File: src/rtl/tetris_board_renderer.sv
// tetris_board_renderer
//
// Pixel-index generator for the 10x20 playfield. Holds a 3-bit piece type
// per cell and turns every (DrawX, DrawY) into a 4-bit palette index two
// clocks later. Also collapses a cleared row by shifting every row above it
// down by one, one row per clock, then emptying the top row.
//
// Ports:
//   Clk, Reset_n           pixel clock, asynchronous active-low reset
//   DrawX, DrawY, blank    pixel coordinate and active-video flag (1 = active)
//   wr_en/col/row/type     single-cell board write (ignored while clr_busy)
//   clr_req, clr_row       request removal of one row (ignored while busy)
//   clr_busy               collapse in progress
//   index, index_valid     palette index and delayed blank, 2-cycle latency
//   dbg_state              collapse FSM state (0 idle, 1 shift, 2 clear)
//
// Optional feature: define TETRIS_GRID_EN to draw index 7 on the edge
// pixels of empty board cells (faint grid). Undefined: empty cells are 0.
//
// Handshake: clr_req is a single-cycle request sampled only while clr_busy
// is low; clr_busy rises on the following edge and stays high for
// clr_row+1 cycles. There is no back-pressure on the pixel stream.

module tetris_board_renderer #(
  parameter int BOARD_X0  = 240,
  parameter int BOARD_Y0  = 80,
  parameter int CELL_LOG2 = 4
) (
  input  logic       Clk,
  input  logic       Reset_n,
  input  logic [9:0] DrawX,
  input  logic [9:0] DrawY,
  input  logic       blank,
  input  logic       wr_en,
  input  logic [3:0] wr_col,
  input  logic [4:0] wr_row,
  input  logic [2:0] wr_type,
  input  logic       clr_req,
  input  logic [4:0] clr_row,
  output logic       clr_busy,
  output logic [3:0] index,
  output logic       index_valid,
  output logic [1:0] dbg_state
);

  localparam int ROWS = 20;
  localparam int COLS = 10;

  localparam logic signed [10:0] X0_S   = 11'(BOARD_X0);
  localparam logic signed [10:0] Y0_S   = 11'(BOARD_Y0);
  localparam logic signed [10:0] W_S    = 11'(COLS << CELL_LOG2);
  localparam logic signed [10:0] H_S    = 11'(ROWS << CELL_LOG2);
  localparam logic signed [10:0] MARGIN = 11'sd4;
  localparam logic signed [10:0] ZERO_S = 11'sd0;

  typedef enum logic [1:0] {S_IDLE = 2'd0, S_SHIFT = 2'd1, S_CLEAR = 2'd2} clr_state_e;
  typedef enum logic [1:0] {R_OUT = 2'd0, R_BOARD = 2'd1, R_FRAME = 2'd2} region_e;

  // Board storage and collapse FSM state
  logic [2:0] board_q [ROWS][COLS];
  logic [2:0] board_d [ROWS][COLS];
  clr_state_e state_q, state_d;
  logic [4:0] ptr_q, ptr_d;

  // Stage 1 registers
  region_e    region_q, region_d;
  logic [3:0] col_q, col_d;
  logic [4:0] row_q, row_d;
  logic       edge_q, edge_d;
  logic       vis_q, vis_d;

  // Stage 2 registers
  logic [3:0] index_q, index_d;
  logic       index_valid_q, index_valid_d;

  logic signed [10:0] rel_x, rel_y;
  logic               in_board, in_frame_box;
  logic [2:0]         cell_type;

  function automatic logic [3:0] piece_color(input logic [2:0] t);
    case (t)
      3'd1:    piece_color = 4'd5;
      3'd2:    piece_color = 4'd6;
      3'd3:    piece_color = 4'd11;
      3'd4:    piece_color = 4'd1;
      3'd5:    piece_color = 4'd4;
      3'd6:    piece_color = 4'd15;
      3'd7:    piece_color = 4'd12;
      default: piece_color = 4'd0;
    endcase
  endfunction

  // Stage 1: classify the pixel relative to the board origin.
  always_comb begin
    rel_x        = $signed({1'b0, DrawX}) - X0_S;
    rel_y        = $signed({1'b0, DrawY}) - Y0_S;
    in_board     = (rel_x >= ZERO_S) && (rel_x < W_S) && (rel_y >= ZERO_S) && (rel_y < H_S);
    in_frame_box = (rel_x >= -MARGIN) && (rel_x < W_S + MARGIN) &&
                   (rel_y >= -MARGIN) && (rel_y < H_S + MARGIN);
    region_d     = in_board ? R_BOARD : (in_frame_box ? R_FRAME : R_OUT);
    // Zero col/row outside the board so stage 2 never addresses a missing cell.
    col_d        = in_board ? rel_x[CELL_LOG2 +: 4] : 4'd0;
    row_d        = in_board ? rel_y[CELL_LOG2 +: 5] : 5'd0;
    edge_d       = (rel_x[CELL_LOG2-1:0] == '0) || (rel_y[CELL_LOG2-1:0] == '0);
    vis_d        = blank;
  end

  // Stage 2: look up the cell and map it to a palette index.
  always_comb begin
    cell_type = 3'd0;
    for (int r = 0; r < ROWS; r++) begin
      for (int c = 0; c < COLS; c++) begin
        if (row_q == 5'(r) && col_q == 4'(c)) cell_type = board_q[r][c];
      end
    end
    index_d       = 4'd0;
    index_valid_d = vis_q;
    if (vis_q) begin
      case (region_q)
        R_BOARD: begin
          if (cell_type != 3'd0) begin
            index_d = edge_q ? 4'd13 : piece_color(cell_type);
          end else begin
`ifdef TETRIS_GRID_EN
            index_d = edge_q ? 4'd7 : 4'd0;
`else
            index_d = 4'd0;
`endif
          end
        end
        R_FRAME: index_d = 4'd8;
        default: index_d = 4'd0;
      endcase
    end
  end

  // Collapse FSM and board update. Writes are only honoured in IDLE and lose
  // to a simultaneous accepted clear request.
  always_comb begin
    state_d = state_q;
    ptr_d   = ptr_q;
    board_d = board_q;
    case (state_q)
      S_IDLE: begin
        if (clr_req && clr_row <= 5'd19) begin
          ptr_d   = clr_row;
          state_d = (clr_row == 5'd0) ? S_CLEAR : S_SHIFT;
        end else if (wr_en && wr_col <= 4'd9 && wr_row <= 5'd19) begin
          for (int r = 0; r < ROWS; r++) begin
            for (int c = 0; c < COLS; c++) begin
              if (wr_row == 5'(r) && wr_col == 4'(c)) board_d[r][c] = wr_type;
            end
          end
        end
      end
      S_SHIFT: begin
        for (int r = 1; r < ROWS; r++) begin
          if (ptr_q == 5'(r)) begin
            for (int c = 0; c < COLS; c++) board_d[r][c] = board_q[r-1][c];
          end
        end
        ptr_d = ptr_q - 5'd1;
        // Copy into row 1 is the last shift; the top row is emptied next.
        if (ptr_q <= 5'd1) state_d = S_CLEAR;
      end
      S_CLEAR: begin
        for (int c = 0; c < COLS; c++) board_d[0][c] = 3'd0;
        state_d = S_IDLE;
      end
      default: state_d = S_IDLE;
    endcase
  end

  always_ff @(posedge Clk or negedge Reset_n) begin
    if (!Reset_n) begin
      state_q       <= S_IDLE;
      ptr_q         <= 5'd0;
      region_q      <= R_OUT;
      col_q         <= 4'd0;
      row_q         <= 5'd0;
      edge_q        <= 1'b0;
      vis_q         <= 1'b0;
      index_q       <= 4'd0;
      index_valid_q <= 1'b0;
      for (int r = 0; r < ROWS; r++) begin
        for (int c = 0; c < COLS; c++) board_q[r][c] <= 3'd0;
      end
    end else begin
      state_q       <= state_d;
      ptr_q         <= ptr_d;
      region_q      <= region_d;
      col_q         <= col_d;
      row_q         <= row_d;
      edge_q        <= edge_d;
      vis_q         <= vis_d;
      index_q       <= index_d;
      index_valid_q <= index_valid_d;
      board_q       <= board_d;
    end
  end

  assign clr_busy    = (state_q != S_IDLE);
  assign index       = index_q;
  assign index_valid = index_valid_q;
  assign dbg_state   = state_q;

endmodule

File: config.mk
export PLATFORM = sky130hd
export DESIGN_NAME = tetris_board_renderer
export DESIGN_NICKNAME = d
export VERILOG_FILES = /design/src/rtl/tetris_board_renderer.sv
export SDC_FILE = /design/constraint.sdc
export NUM_CORES = 2
export LEC_CHECK = 0
export BUFFER_PORTS_ARGS = -buffer_cell sky130_fd_sc_hd__buf_2
export CAP_MARGIN = 10
export CORE_ASPECT_RATIO = 1.5
export CORE_MARGIN = 2
export CORE_UTILIZATION = 40
export CTS_BUF_LIST = sky130_fd_sc_hd__clkbuf_4 sky130_fd_sc_hd__clkbuf_8
export CTS_CLUSTER_DIAMETER = 120
export DETAILED_ROUTE_END_ITERATION = 10
export SETUP_SLACK_MARGIN = 0.02
export SLEW_MARGIN = 40
export SYNTH_ARGS = -nofsm -noshare
export SYNTH_HDL_FRONTEND = slang
export SYNTH_SLANG_ARGS = --single-unit
File: constraint.sdc
create_clock -name Clk -period 4.7 [get_ports Clk]
set_input_delay 0.94 -clock Clk [delete_from_list [all_inputs] [get_ports Clk]]
set_output_delay 0.94 -clock Clk [all_outputs]
set_load 0.005 [all_outputs]
---- Word level (Yosys, flattened, before mapping) ----
Index checks and enable logic that the tools add are counted.
word-level totals
  bits in registers ....................... 625
  logic and storage cells ................. 1595
  input bits .............................. 42
  output and inout port bits .............. 8
cells by class
  magnitude comparators ................... 12
  eq/ne operators ......................... 309
  reductions and logical operators ........ 624
  add/sub/neg operators ................... 3
  multiplexer cells ....................... 438
operators by type and width
  operator              count
  $mux 3                400
  $mux 600              2
  $pmux 570 s2          1
  $reduce_and 5->1      190
  $mux 30               19
  $ne 2x2->1 const B    223
  $logic_and 1x1->1     409
  $eq 5x4->1 const B    24
  $eq 5x3->1 const B    12
  $eq 5x5->1 const B    12
  $pmux 30 s2           1
  $reduce_and 4->1      10
  $eq 4x3->1 const B    8
  $eq 5x2->1 const B    6
  $pmux 4 s7            1
  $ge 11x1->1 const B   2
  $ge 11x3->1 const B   2
  $lt 11x10->1 const B  2
  $lt 11x9->1 const B   2
  $eq 4x2->1 const B    4
  $eq 4x4->1 const B    4
  $logic_not 4->1       4
  $mux 4                4
  $eq 5x1->1 const B    3
  23 further kinds      41

---- Longest topological paths before layout ----
  word-level depth ........................ 208
  mapped depth ............................ 16
  depth with buffers taken out ............ 10

---- Least setup slack after synthesis ----
No wires, ideal clock.
  kind .................................... flip-flop to flip-flop
  start ................................... register col_q[2]
  end ..................................... register index_q[3], in the netlist index[3]
  clock period less this slack ............ 2.798 ns
  data required time ...................... 4.567 ns
  stages on the path, launching flop included .. 13
  library setup time ...................... 0.133 ns
  setup slack ............................. 1.902 ns
  data arrival time ....................... 2.665 ns
  path buffers ............................ 3
  cells stage by stage .................... dfrtp_1 -> buf_6 -> or4b_4 -> buf_6 -> buf_6 -> or3_1 -> o2111a_1 -> o31ai_1 -> a21oi_1 -> o211a_1 -> o21ba_4 -> o311ai_1 -> nand3_1
between the ends
  cells in the longest elaborated chain, start to end .. 208
  elaborated cells on any way between the ends .. 423
  classes of those cells .................. eq/ne: 16; mux: 205; reduce/logical: 202
ends and longest elaborated chain
  what                                RTL line  RTL
  start, declared                     67        logic [3:0] col_q, col_d;
  start signal, assigned              192       col_q <= col_d;
  $logic_not 4->1                     113       if (row_q == 5'(r) && col_q == 4'(c)) cell_type = board_q[r][c];
  $logic_and 1x1->1                   113
  $mux 3 (199 in a row)               113
  $mux 3 *                            113
  $eq 3x3->1 (tied with other cells)  81        case (t)
  $pmux 4 s7                          81
  $mux 4                              122       index_d = edge_q ? 4'd13 : piece_color(cell_type);
  $mux 4 *                            121       if (cell_type != 3'd0) begin
  $pmux 4 s2 *                        119       case (region_q)
  $mux 4 *                            118       if (vis_q) begin
  net index_d[3]                      73        logic [3:0] index_q, index_d;
  end signal, assigned                196       index_q <= index_d;
  end, declared                       73
Mark *: on every way through the listed nets, which the timed path passes. The rest lies on a longest branch.
A chain may end at the register's enable or synchronous reset.

---- Worst setup path after layout ----
  start ................................... register col_q[0]
  end ..................................... register index_q[0], in the netlist index[0]
The elaborated chain is that of the path after synthesis.

==> flow_summary.json <==
{
  "fin_crit_sh_pct": 91.3,
  "crit_arrival_ns": 5.02,
  "synth_ff_type": "dfrtp_1",
  "ant_nets": 0,
  "routed_wl_microns": 202000,
  "dieArea_sq_um": 91400,
  "irDropWorstVdd_mv": 0.548,
  "rsz0062_at_grt": "no",
  "skew_ns": 0.0425,
  "cts_tree": "built",
  "synthMostInstantiatedCell": "a21oi_1",
  "num_rows": 134,
  "grt_overflow_total": 0,
  "vias": 37335,
  "p_leak_nw": 15.8,
  "cts_buffers": 102,
  "clock-sinks": 625,
  "fin_area_sq_um": 40000,
  "swShare_pct": 50.9,
  "die_y_microns": 369,
  "synth_edf_count": 0,
  "p_per_area_nw_per_um2": 751,
  "wire_per_inst_microns": 35.6,
  "ys_ff_latch": 625,
  "io_pins": 50,
  "multi_input_area_sq_um": 18500,
  "tightestPinTransition_ns": 0.973,
  "setup_violations": 0,
  "grt_pass1_wl_microns": 281000,
  "path_clk_slew_ns": 0.07,
  "clockBufferDepth": 3,
  "yosys.area.top_type": "dfrtp_1",
  "clock_latency_ns": 0.87,
  "report.final.slew_viol_count": 0,
  "grt_pass1_vias": 35651,
  "synth_top_cell_area_share_pct": 43.9,
  "nets": 4489,
  "ys_async_sr_fraction_pct": 100,
  "cts.htree.levels": 3,
  "crit_path_max_fanout": 53,
  "clockPowerShare_pct": 17.6,
  "grt_max_degree": 95,
  "cp-end-kind": "flip-flop",
  "yosysUniqueCellTypes": 100,
  "drc": 0,
  "coreArea_sq_um": 88500,
  "crit_chain": "buf_12 -> nor4bb_4 -> buf_4 -> a22oi_1 -> a21oi_1 -> a21oi_1 -> buf_4 -> a211oi_1 -> buf_4 -> nor2b_1 -> o21ba_4 -> xnor2_1 -> a21oi_1",
  "die_x_microns": 248,
  "nFillCells": 8933,
  "clockRootBuffer": "clkbuf_8",
  "maxCapViolCount": 0,
  "grtUsageTotal_pct": 43.9,
  "synthTopCellsByCount": "a21oi_1 (1,162), dfrtp_1 (625), nor2_1 (618)",
  "yosysSeqAreaShare_pct": 43.9,
  "drtIter0Drc": 5001,
  "via_per_inst": 6.58,
  "cp_top_family": "compound AO/OA/AOI/OAI gates",
  "status": "finished clean",
  "pwr-share-comb_pct": 42.3,
  "crit_buf_inv": 4,
  "regArea_sq_um": 15700,
  "crit_slowest_cell": "dfrtp_4",
  "hold_viol_final": 0,
  "grt_antenna_before_repair": 12,
  "worst_hold_path_type": "in -> async",
  "synth_nets": 4450,
  "cts_hold_buf": 0,
  "cts_resized": 0,
  "drive_gt1_share_pct": 12.1,
  "port_buffers": 49,
  "relSlewSlack_pct": 35.0,
  "cpPeakStageDelay_ns": 0.91,
  "start_util_pct": 40.2,
  "syn_area_sq_um": 35600,
  "placed_area_sq_um": 37800,
  "netSwitchingPower_mw": 15.3,
  "gp_congestion": 1.06,
  "crit_path_start_kind": "flip-flop",
  "max_clock_freq_mhz": 233,
  "post_synth.cell_area_avg_sq_um": 8.10,
  "p_int_mw": 14.7,
  "area_growth_pct": 12.4,
  "ys.warnings.count": 0,
  "drtPass1Iterations": 8,
  "critical_path_class": "reg -> reg",
  "fin_setup_tns_ns": 0,
  "synthCells": 4396,
  "seq_power_share_pct": 40.1,
  "synth.area.top_cells": "dfrtp_1 (44%), a21oi_1 (16%), nor2_1 (6.5%)",
  "min_period_ns": 4.29,
  "required_ns": 5.43,
  "cts_setup_buffers": 0,
  "hpwl_microns": 150000
}
## layer usage
layer / global-route usage, % / vias up / share of wire, %
met2: 67.6 / 2431 / 45
met1: 49.9 / 18037 / 35
li1: - / 16068 / -
met5: 0.109 / - / 0.019
met3: 9.24 / 793 / 8.0
met4: 42.9 / 6 / 12
## metrics by stage
step                std cells  utilization [%]  total power [mW]  hold WS [ns]  setup WS, ns
finish                   5676             45.2              30.0        0.0325         0.407
global route             5670             45.2              31.4        0.0426         0.406
CTS                      5665             45.1              29.4        0.0140         0.612
detailed placement       5486             42.7              24.2         0.424         0.634
global placement         5483             42.6              24.0         0.422         0.611
floorplan                4396                -              17.9         0.375          1.90
## state kept, by name, summed over array words and instances, names as in the netlist
name / flops
board_q: 600
col_q: 4
dbg_state: 2
edge_q: 1
index: 4
index_valid: 1
index_valid_d: 1
ptr_q: 5
region_q: 2
row_q: 5
## cells by family (layout without fill, tap and decap cells)
family | after synthesis | in the layout | synth area share, %
buffers and inverters | 347 | 461 | 4.59
flip-flops | 625 | 625 | 43.9
XOR/XNOR | 5 | 5 | 0.123
adder cells (fa/ha/maj) | 12 | 12 | 0.422
AND/OR/NAND/NOR | 1331 | 1331 | 16.4
other | 0 | 10 | 0
AO/OA/AOI/OAI | 1990 | 1990 | 31.7
multiplexers | 86 | 86 | 2.83
## final cells by class
cell class | instances | share of cell area (%)
Clock buffer | 152 | 4.75
Multi-Input combinational cell | 3424 | 46.1
Timing Repair Buffer | 260 | 5.42
Inverter | 22 | 0.206
Clock inverter | 27 | 0.673
Sequential cell | 625 | 39.1
Tap cell | 1156 | 3.62
Antenna cell | 10 | 0.0626
## cells in the final DEF, fill, tap and decap left out, types with 33 or more instances in the layout
cell,netlist,final
buf_4,23,184
nand3_1,43,42
nor2_1,618,613
buf_2,59,48
nand2b_1,33,33
nand2_1,424,423
clkbuf_8,0,121
dfrtp_1,625,620
o21ai_0,417,416
a22oi_1,42,42
a32o_1,34,34
o22ai_1,43,43
mux2i_1,50,50
a21oi_1,1162,1159
## final timing paths
kind | start | to | slack [ns] | depth (start not counted)
hold reg to reg | index_valid_d$_DFF_PN0_ | index_valid$_DFF_PN0_ | 0.42 | 0
min in group Clk | blank | index_valid_d$_DFF_PN0_ | 0.21 | 1
max in group asynchronous | Reset_n | board_q[351]$_DFFE_PN0P_ | 3.34 | 3
hold / removal | Reset_n | board_q[490]$_DFFE_PN0P_ | 0.03 | 1
setup reg to reg | col_q[0]$_DFF_PN0_ | index[0]$_DFF_PN0_ | 0.41 | 13
setup / recovery | col_q[0]$_DFF_PN0_ | index[0]$_DFF_PN0_ | 0.41 | 13
## power by group through the flow
stage / combinational (mW) / clock [mW] / sequential, mW
global placement: 12.1 / 0 / 11.9
finish: 12.7 / 5.28 / 12.0
detailed placement: 12.3 / 0 / 11.9
global route: 13.9 / 5.51 / 12.0
CTS: 12.4 / 5.30 / 11.8
floorplan: 8.54 / 0 / 9.34
(Power assumes the default switching activity.)
